### src/rtl/delay_line_arbiter_if.sv
// Requester/consumer bundle for delay_line_arbiter: request, data and stall inputs,
// together with the grant and pipeline-tail outputs.
interface delay_line_arbiter_if #(
    parameter int DATA_WIDTH = 8,
    parameter int NUM_REQ    = 4,
    parameter int ID_WIDTH   = $clog2(NUM_REQ)
);
    logic [NUM_REQ-1:0]            req;
    logic [NUM_REQ*DATA_WIDTH-1:0] data_in;
    logic                          hold;
    logic [NUM_REQ-1:0]            grant;
    logic                          out_valid;
    logic [DATA_WIDTH-1:0]         out_data;
    logic [ID_WIDTH-1:0]           out_id;

    modport master (
        output req, data_in, hold,
        input  grant, out_valid, out_data, out_id
    );

    modport slave (
        input  req, data_in, hold,
        output grant, out_valid, out_data, out_id
    );
endinterface

### src/rtl/delay_line_arbiter.sv
// Round-robin arbiter feeding one shared DEPTH-stage delay pipeline (word + id + valid).
// Latency: a grant in cycle t reaches the tail DEPTH non-held edges later; grant is combinational.
// Backpressure: hold freezes stages and pointer and blocks grants; the tail has no backpressure.
// Optional DELAY_LINE_ARB_OCC_EN adds a registered occupancy count output.
module delay_line_arbiter #(
    parameter int DATA_WIDTH = 8,
    parameter int NUM_REQ    = 4,
    parameter int DEPTH      = 3,
    parameter int ID_WIDTH   = $clog2(NUM_REQ)
) (
    input  logic clk,
    input  logic rst,
`ifdef DELAY_LINE_ARB_OCC_EN
    output logic [$clog2(DEPTH+1)-1:0] occupancy,
`endif
    delay_line_arbiter_if.slave bus
);

    logic [DATA_WIDTH-1:0] words [NUM_REQ];
    logic                  gnt_any;
    logic [ID_WIDTH-1:0]   gnt_id;
    logic [ID_WIDTH-1:0]   ptr;
    logic [ID_WIDTH-1:0]   ptr_nxt;

    logic                  stg_vld [DEPTH];
    logic [ID_WIDTH-1:0]   stg_id  [DEPTH];
    logic [DATA_WIDTH-1:0] stg_dat [DEPTH];
    logic                  tail_vld;

    always_comb begin
        for (int i = 0; i < NUM_REQ; i++) begin
            words[i] = bus.data_in[i*DATA_WIDTH +: DATA_WIDTH];
        end
    end

    // Scan from lowest to highest priority so the highest-priority requester is the last writer.
    always_comb begin
        int idx;
        idx     = 0;
        gnt_any = 1'b0;
        gnt_id  = '0;
        if (!rst && !bus.hold) begin
            for (int off = NUM_REQ-1; off >= 0; off--) begin
                idx = int'(ptr) + off;
                if (idx >= NUM_REQ) begin
                    idx = idx - NUM_REQ;
                end
                if (bus.req[ID_WIDTH'(idx)]) begin
                    gnt_any = 1'b1;
                    gnt_id  = ID_WIDTH'(idx);
                end
            end
        end
    end

    always_comb begin
        bus.grant = '0;
        if (gnt_any) begin
            bus.grant[gnt_id] = 1'b1;
        end
    end

    // Explicit wrap keeps non-power-of-two NUM_REQ from visiting unused ids.
    assign ptr_nxt = (int'(gnt_id) == NUM_REQ-1) ? '0 : gnt_id + ID_WIDTH'(1);

    always_ff @(posedge clk) begin
        if (rst) begin
            ptr <= '0;
            for (int s = 0; s < DEPTH; s++) begin
                stg_vld[s] <= 1'b0;
                stg_id[s]  <= '0;
                stg_dat[s] <= '0;
            end
        end else if (!bus.hold) begin
            if (gnt_any) begin
                ptr <= ptr_nxt;
            end
            stg_vld[0] <= gnt_any;
            stg_id[0]  <= gnt_id;
            stg_dat[0] <= words[gnt_id];
            for (int s = 1; s < DEPTH; s++) begin
                stg_vld[s] <= stg_vld[s-1];
                stg_id[s]  <= stg_id[s-1];
                stg_dat[s] <= stg_dat[s-1];
            end
        end
    end

    assign tail_vld      = stg_vld[DEPTH-1];
    assign bus.out_valid = tail_vld;
    assign bus.out_id    = stg_id[DEPTH-1];
    assign bus.out_data  = stg_dat[DEPTH-1];

`ifdef DELAY_LINE_ARB_OCC_EN
    localparam int OCC_W = $clog2(DEPTH+1);
    logic [OCC_W-1:0] occ_q;

    always_ff @(posedge clk) begin
        if (rst) begin
            occ_q <= '0;
        end else if (!bus.hold) begin
            if (gnt_any && !tail_vld) begin
                occ_q <= occ_q + OCC_W'(1);
            end else if (!gnt_any && tail_vld) begin
                occ_q <= occ_q - OCC_W'(1);
            end
        end
    end

    assign occupancy = occ_q;
`endif

endmodule

### src/flat_wrapper.sv
// flat-port wrapper written by rule: the top's interface ports become plain ports
module delay_line_arbiter_flat 
#(
    parameter int DATA_WIDTH = 8,
    parameter int NUM_REQ    = 4,
    parameter int DEPTH      = 3,
    parameter int ID_WIDTH   = $clog2(NUM_REQ)
)
  (clk, rst, bus_req, bus_data_in, bus_hold, bus_grant, bus_out_valid, bus_out_data, bus_out_id);
  delay_line_arbiter_if #(.DATA_WIDTH(DATA_WIDTH), .NUM_REQ(NUM_REQ), .ID_WIDTH(ID_WIDTH)) bus_i ();
  input  logic clk;
  input  logic rst;
  input wire logic [$bits(bus_i.req)-1:0] bus_req;
  input wire logic [$bits(bus_i.data_in)-1:0] bus_data_in;
  input wire logic [$bits(bus_i.hold)-1:0] bus_hold;
  output wire logic [$bits(bus_i.grant)-1:0] bus_grant;
  output wire logic [$bits(bus_i.out_valid)-1:0] bus_out_valid;
  output wire logic [$bits(bus_i.out_data)-1:0] bus_out_data;
  output wire logic [$bits(bus_i.out_id)-1:0] bus_out_id;
  assign bus_i.req = bus_req;
  assign bus_i.data_in = bus_data_in;
  assign bus_i.hold = bus_hold;
  assign bus_grant = bus_i.grant;
  assign bus_out_valid = bus_i.out_valid;
  assign bus_out_data = bus_i.out_data;
  assign bus_out_id = bus_i.out_id;
  delay_line_arbiter #(.DATA_WIDTH(DATA_WIDTH), .NUM_REQ(NUM_REQ), .DEPTH(DEPTH), .ID_WIDTH(ID_WIDTH)) u_core (.clk(clk), .rst(rst), .bus(bus_i));
endmodule
### config.mk
export PLATFORM = sky130hd
export DESIGN_NAME = delay_line_arbiter_flat
export DESIGN_NICKNAME = d
export VERILOG_FILES = /design/src/rtl/delay_line_arbiter_if.sv /design/src/rtl/delay_line_arbiter.sv /design/src/flat_wrapper.sv
export SDC_FILE = /design/constraint.sdc
export NUM_CORES = 1
export LEC_CHECK = 0
export BUFFER_PORTS_ARGS = -buffer_cell sky130_fd_sc_hd__buf_2
export CAP_MARGIN = 20
export CORE_ASPECT_RATIO = 0.9
export CORE_MARGIN = 2
export CORE_UTILIZATION = 45
export CTS_CLUSTER_SIZE = 25
export DETAILED_ROUTE_END_ITERATION = 16
export GPL_ROUTABILITY_DRIVEN = 0
export GPL_TIMING_DRIVEN = 1
export PLACE_DENSITY = 0.76
export SLEW_MARGIN = 15
export SYNTH_ARGS = -nofsm -noshare
export SYNTH_HDL_FRONTEND = slang
export SYNTH_SLANG_ARGS = --single-unit
### constraint.sdc
create_clock -name clk -period 2.3 [get_ports clk]
set_input_delay 0.46 -clock clk [delete_from_list [all_inputs] [get_ports clk]]
set_output_delay 0.46 -clock clk [all_outputs]
set_load 0.01 [all_outputs]
==> flow_summary.yaml, run 1 <==
run_status:
  status: "finished, violations left"
  violations: "negative setup slack"
placement:
  dpl-instance-area_um2: 1980
  numPortBuffers: 53
  hpwl_um: 2060
setup_path:
  timing.rr.start: "u_core.ptr[1]"
  slowest_delay_ns: 0.45
  crit_type: "flip-flop to output port"
  worstPathRequired_ns: 1.84
  r2r_cells: 9
  worstPathMaxFanout: 4
  cp_common_cell: "or3_4"
  arrival_ns: 2.12
  critical_path.startpoint: "u_core.ptr[1]"
  critPathCapture: "bus_grant[3]"
  r2r-end: "u_core.ptr[1]"
  startpoint_type: "flip-flop"
  r2r_slack_ns: 0.36
  path_cells: "buf_6, nand2_4, a21oi_2, or3_4, or3_4, inv_4, ha_4, and2_1, buf_2"
  cp_slowest_cell: "or3_4"
  worst_setup_path_end_kind: "output port"
timing:
  hold_viol: 0
  period_minus_slack_ns: 2.58
  fin_crit_sh_pct: 112
  grt_setup_unrepaired: "yes"
  fin_setup_tns_ns: -1.05
  slew_violations: 0
  finalSetupViolCount: 4
  hold_ws_ns: 0.516
  fin_ws_ns: -0.276
  slew-limit-headroom_pct: 74.5
  fin_skew_ns: 0.00460
  fmax_mhz: 388
  worstMarginPinSlew_ns: 0.382
clock_network:
  cts_sinks: 35
  cts_buffers: 5
  ctsHtreeMaxLevel: 2
  cts.clk_slew.worst_paths_ns: 0.06
  cts-hold-fix-buffers: 0
  clock_path_buffers: 2
  insertion_delay_ns: 0.28
  cts_root_buf: "clkbuf_8"
  cts_tree: "built"
floorplanning:
  core_area_um2: 3680
  dieWidth_um: 69.0
  initial_core_util_pct: 46.5
  die_area_um2: 4310
  rows: 21
  die_y_um: 62.5
  ios: 54
power:
  p_sw_mw: 0.309
  p_comb_share_pct: 13.3
  sw_frac_of_total_pct: 21.0
  pwr-share-seq_pct: 51.3
  p_leak_nw: 0.962
  clkPwrFrac_pct: 35.4
  ir_drop_v: 0.000310
  power_density_nw_per_um2: 670
  intPower_mw: 1.17
logic_synthesis:
  synth_xor_area_share_pct: 0
  synth_top_family_by_area: "simple AND/OR/NAND/NOR gates"
  synth.avg_cell_area_um2: 13.1
  ys_seq_area_share_pct: 60.2
  synth.distinct_cells: 25
  synthesis.nets: 174
  synth_mux_area_share_pct: 9.94
  synth-compound-area-share_pct: 5.04
  synth_cells: 131
  synth_seq_cells: 35
  yosysWarnings: 0
  synthAdderAreaFrac_pct: 2.92
  synth_largest_area_cell: "edfxtp_1"
  synth_area_leaders: "edfxtp_1 (58%), and2_1 (10%), mux2i_1 (9.9%)"
  yosys.area.top_type_share_pct: 57.9
  synth-simple-area-share_pct: 14.9
  syn-cell-area_um2: 1710
grt:
  met3_usage_pct: 5.00
  grt.overflow.total: 0
  grt_pass1_wl_um: 4730
  grt_pass1_vias: 1126
  grt_usage_pct: 14.0
  grt-busiest-layer: "met2"
  antenna_found_initial: 0
  grt_use_met2_pct: 25.5
  grt_max_degree: 34
  grt_util_met1_pct: 14.0
detailed_routing:
  ant_nets: 0
  drt_iter0_drc: 25
  drc_errors: 0
  routedWlPerCell_um: 12.5
  routed_wirelength_um: 2890
  viasPerCell: 4.96
  dr.pass1.iters: 4
  via_count: 1141
min_path:
  hold_path_class: "flip-flop to flip-flop"
  min_path_cells: 1
final_layout:
  syn2layout_area_growth_pct: 28.7
  nNetsFinal: 226
  n_antenna_cell: 0
  finalInstanceArea_um2: 2200
  drive_above_1_share_pct: 44.6
flow_run:
  max_cap_violations: 0
power by group through the flow:
stage / logic (mW) / clock network (mW) / registers (mW)
after global placement: 0.169 / 0 / 0.770
after CTS: 0.180 / 0.537 / 0.758
final: 0.196 / 0.522 / 0.758
after floorplan: 0.118 / 0 / 0.771
after detailed placement: 0.178 / 0 / 0.772
after global routing: 0.215 / 0.566 / 0.761
worst max-delay path, delay by kind of cell (launching register included):
family | cells | cell delay [ns]
and+or+nand+nor | 4 | 0.98
buffers and inverters | 3 | 0.35
DFF | 1 | 0.33
adders and majority gates | 1 | 0.12
AOI/OAI and AO/OA | 1 | 0.05
timing repair:
action | CTS | global route
gates cloned | 0 | 0
setup endpoints to repair | 4 | 4
pin swaps | 0 | 4
buffers inserted | 0 | 1
resized for setup | 3 | 19
registers in the layout, indices dropped and copies added (netlist names):
name,cells
u_core.stg_dat,24
u_core.stg_id,6
u_core.stg_vld,3
u_core.ptr,2
cells in the mapped netlist (all sizes together):
library cell / instances
edfxtp: 33
and2: 28
mux2i: 17
buf: 13
o22ai: 8
ha: 4
inv: 4
a21oi: 3
nand2: 3
nor2: 3
clkbuf: 2
dfxtp: 2
or3: 2
a2bb2oi: 1
nand2b: 1
nand3b: 1
nor3: 1
nor3b: 1
nor4: 1
o21a: 1
o21ai: 1
or2b: 1
cells in the final DEF (no fill, tap or decap), types with 2 or more instances in the layout:
cell type	synthesis	routed
buf_4	10	6
o22ai_1	8	8
ha_4	0	4
or3_4	1	2
buf_2	2	50
and2_1	28	25
mux2i_1	17	17
inv_1	4	3
edfxtp_1	33	33
nand2_1	3	2
buf_6	1	4
nor2_1	3	3
clkbuf_8	0	5
a21oi_1	3	2
and2_4	0	3
layout make-up:
| cell class | instances | area, µm² |
|---|---|---|
| Clock inverter | 3 | 43.8 |
| Timing Repair Buffer | 60 | 340 |
| Inverter | 4 | 17.5 |
| Fill cell | 290 | 1480 |
| Tap cell | 46 | 57.6 |
| Clock buffer | 5 | 68.8 |
| Sequential cell | 35 | 1030 |
| Multi-Input combinational cell | 77 | 642 |
how the worst min path moves through the flow:
stage | from | end | slack (ns)
6_report | u_core.stg_dat[0][14] | u_core.stg_dat[0][22] | 0.52
5_1_grt | u_core.stg_dat[0][0] | u_core.stg_dat[0][8] | 0.53
4_1_cts | u_core.stg_dat[0][15] | u_core.stg_dat[0][23] | 0.52
3_5_place_dp | u_core.stg_dat[0][14] | u_core.stg_dat[0][22] | 0.50
3_3_place_gp | u_core.stg_vld[0][0] | u_core.stg_vld[0][1] | 0.50
2_1_floorplan | u_core.stg_dat[0][2] | u_core.stg_dat[0][10] | 0.50
layer usage:
| metal | wire length, µm | vias to the layer above |
|---|---|---|
| li1 | - | 561 |
| met1 | 1090 | 498 |
| met2 | 1420 | 69 |
| met3 | 266 | 13 |
| met4 | 105 | 0 |
| met5 | 0 | - |
cell families after synthesis:
family / count (synthesis)
multiplexers: 17
AND/OR/NAND/NOR: 42
buffers and inverters: 19
adder cells (fa/ha/maj): 4
AO/OA/AOI/OAI: 14
flip-flops: 35
metrics by stage:
step / setup slack (ns) / cells / power (mW) / util [%]
2_1_floorplan: 0.0170 / 131 / 0.889 / -
3_3_place_gp: -0.0875 / 221 / 0.938 / 53.9
3_5_place_dp: -0.144 / 221 / 0.950 / 53.9
4_1_cts: -0.229 / 229 / 1.48 / 57.0
5_1_grt: -0.324 / 230 / 1.54 / 59.9
6_report: -0.276 / 230 / 1.48 / 59.9
Power figures use the tool's default switching activity.
==> run 2, diff against run 1 <==
- MAX_ROUTING_LAYER: default -> met4
- SKIP_LAST_GASP: default -> 1
==> run 2 against run 1 <==
- the flow still finishes with violations (negative setup slack)
- final cell count stayed put
- core utilization fell by 0.24 points
- clock-buffer cell count stayed put
- register-to-register slack about the same
- sequential cell count unchanged
- power up 0.12%
- sequential power barely moved
- die area stayed put
- routed wire length rose by 0.14%
- setup slack worse by 0.010 ns
- fmax down 0.39%
- first-iteration DRC count up 4.0%
- critical endpoint unchanged
==> flow_summary.yaml, run 2 (synthesized netlist as in run 1, its figures left out) <==
power:
  ir_drop_v: 0.000317
  power_density_nw_per_um2: 674
  p_total_mw: 1.48
  p_leak_nw: 0.959
clock_network:
  cts-hold-fix-buffers: 0
  insertion_delay_ns: 0.28
  clock_path_buffers: 2
  cts.clk_slew.worst_paths_ns: 0.07
  cts_root_buf: "clkbuf_8"
  cts_tree: "built"
  cts_buffers: 5
  ctsHtreeMaxLevel: 2
  cts_sinks: 35
floorplanning:
  die_area_um2: 4310
  ios: 54
  die_y_um: 62.5
  initial_core_util_pct: 46.5
  rows: 21
  core_area_um2: 3680
  dieWidth_um: 69.0
grt:
  grt_pass1_vias: 1128
  grt_usage_pct: 14.5
  antenna_found_initial: 0
  grt_max_degree: 34
  grt_pass1_wl_um: 4730
  grt.overflow.total: 0
final_layout:
  largest_reg_flops: 24
  final_cell_count_no_fill: 230
  drive_above_1_share_pct: 44.0
  nNetsFinal: 226
  top_regs: "u_core.stg_dat x24, u_core.stg_id x6, u_core.stg_vld x3"
  regMostFlops: "u_core.stg_dat"
  final_cell_mix: "buf_2 (51), edfxtp_1 (33), and2_1 (26), mux2i_1 (17), o22ai_1 (8)"
  finalInstanceArea_um2: 2190
  n_antenna_cell: 0
  final_common_cell: "buf_2"
  syn2layout_area_growth_pct: 28.1
placement:
  hpwl_um: 2060
  dpl-instance-area_um2: 1980
  numPortBuffers: 53
  dp.cells: 221
timing:
  finalSetupViolCount: 4
  fmax_mhz: 387
  hold_viol: 0
  grt_setup_unrepaired: "yes"
  slew_violations: 0
  fin_ws_ns: -0.286
  fin_skew_ns: 0.00350
  period_minus_slack_ns: 2.59
  worstMarginPinSlew_ns: 0.380
  slew-limit-headroom_pct: 74.6
  fin_setup_tns_ns: -1.09
  fin_crit_sh_pct: 112
detailed_routing:
  viasPerCell: 4.90
  drt_iter0_drc: 26
  routedWlPerCell_um: 12.6
  dr.pass1.iters: 4
  via_count: 1126
  drc_errors: 0
  routed_wirelength_um: 2890
  ant_nets: 0
setup_path:
  startpoint_type: "flip-flop"
  path_cells: "buf_6, nand2_4, a21oi_2, or3_4, or3_4, inv_4, ha_4, and2_1, buf_2"
  crit_family: "simple AND/OR/NAND/NOR gates"
  arrival_ns: 2.13
  slowest_delay_ns: 0.45
  worstPathMaxFanout: 4
  worstPathRequired_ns: 1.84
  cp_slowest_cell: "or3_4"
  cp_num_buf_inv: 3
  cp_common_cell: "or3_4"
  worst_setup_path_end_kind: "output port"
  crit_type: "flip-flop to output port"
flow_run:
  max_cap_violations: 0
min_path:
  hold_path_class: "flip-flop to flip-flop"
run_status:
  violations: "negative setup slack"
  status: "finished, violations left"
[run 2: cell counts in the layout (fill, tap and decap cells not counted)]
Identical to the previous run, type by type.
[run 2: metal layers]
layer	GRT usage, %	wire length, µm	up-vias
li1	-	-	562
met1	14.4	1130	496
met2	25.5	1430	62
met3	5.97	268	6
met4	5.15	55	0
met5	-	0	-
[run 2: path summary, 6_finish.rpt]
| check | slack, ns | cells past startpoint | end | start |
|---|---|---|---|---|
| setup / recovery | -0.29 | 9 | bus_grant[3] | u_core.ptr[1] |
| hold / removal | 0.52 | 1 | u_core.stg_dat[0][23] | u_core.stg_dat[0][15] |
| setup reg to reg | 0.35 | 7 | u_core.stg_dat[0][0] | u_core.ptr[1] |
| hold reg to reg | 0.52 | 1 | u_core.stg_dat[0][23] | u_core.stg_dat[0][15] |
[run 2: power by group]
part	internal (mW)	switching, mW	total [mW]
registers	0.748	0.00979	0.758
clock network	0.322	0.206	0.528
logic	0.0942	0.0984	0.193
total	1.16	0.314	1.48
[run 2: what timing repair did]
item,CTS,global route
setup buffers,0,1
endpoints found under the setup margin,4,4
pin swaps,0,4
resized for setup,3,17
[run 2: through the flow]
step,hold slack [ns],setup WS (ns),utilization [%]
2_1_floorplan,0.497,0.0170,-
5_1_grt,0.529,-0.335,59.6
6_report,0.517,-0.286,59.6
4_1_cts,0.519,-0.229,57.0
3_5_place_dp,0.502,-0.144,53.9
3_3_place_gp,0.499,-0.0875,53.9
[run 2: area by class of cell]
type	instances	area (µm²)
clock buffers	5	68.8
clock inverters	3	43.8
fillers	294	1490
inverters	4	17.5
multi-input cells	77	639
flip-flops and latches	35	1030
well taps	46	57.6
repair buffers	60	334
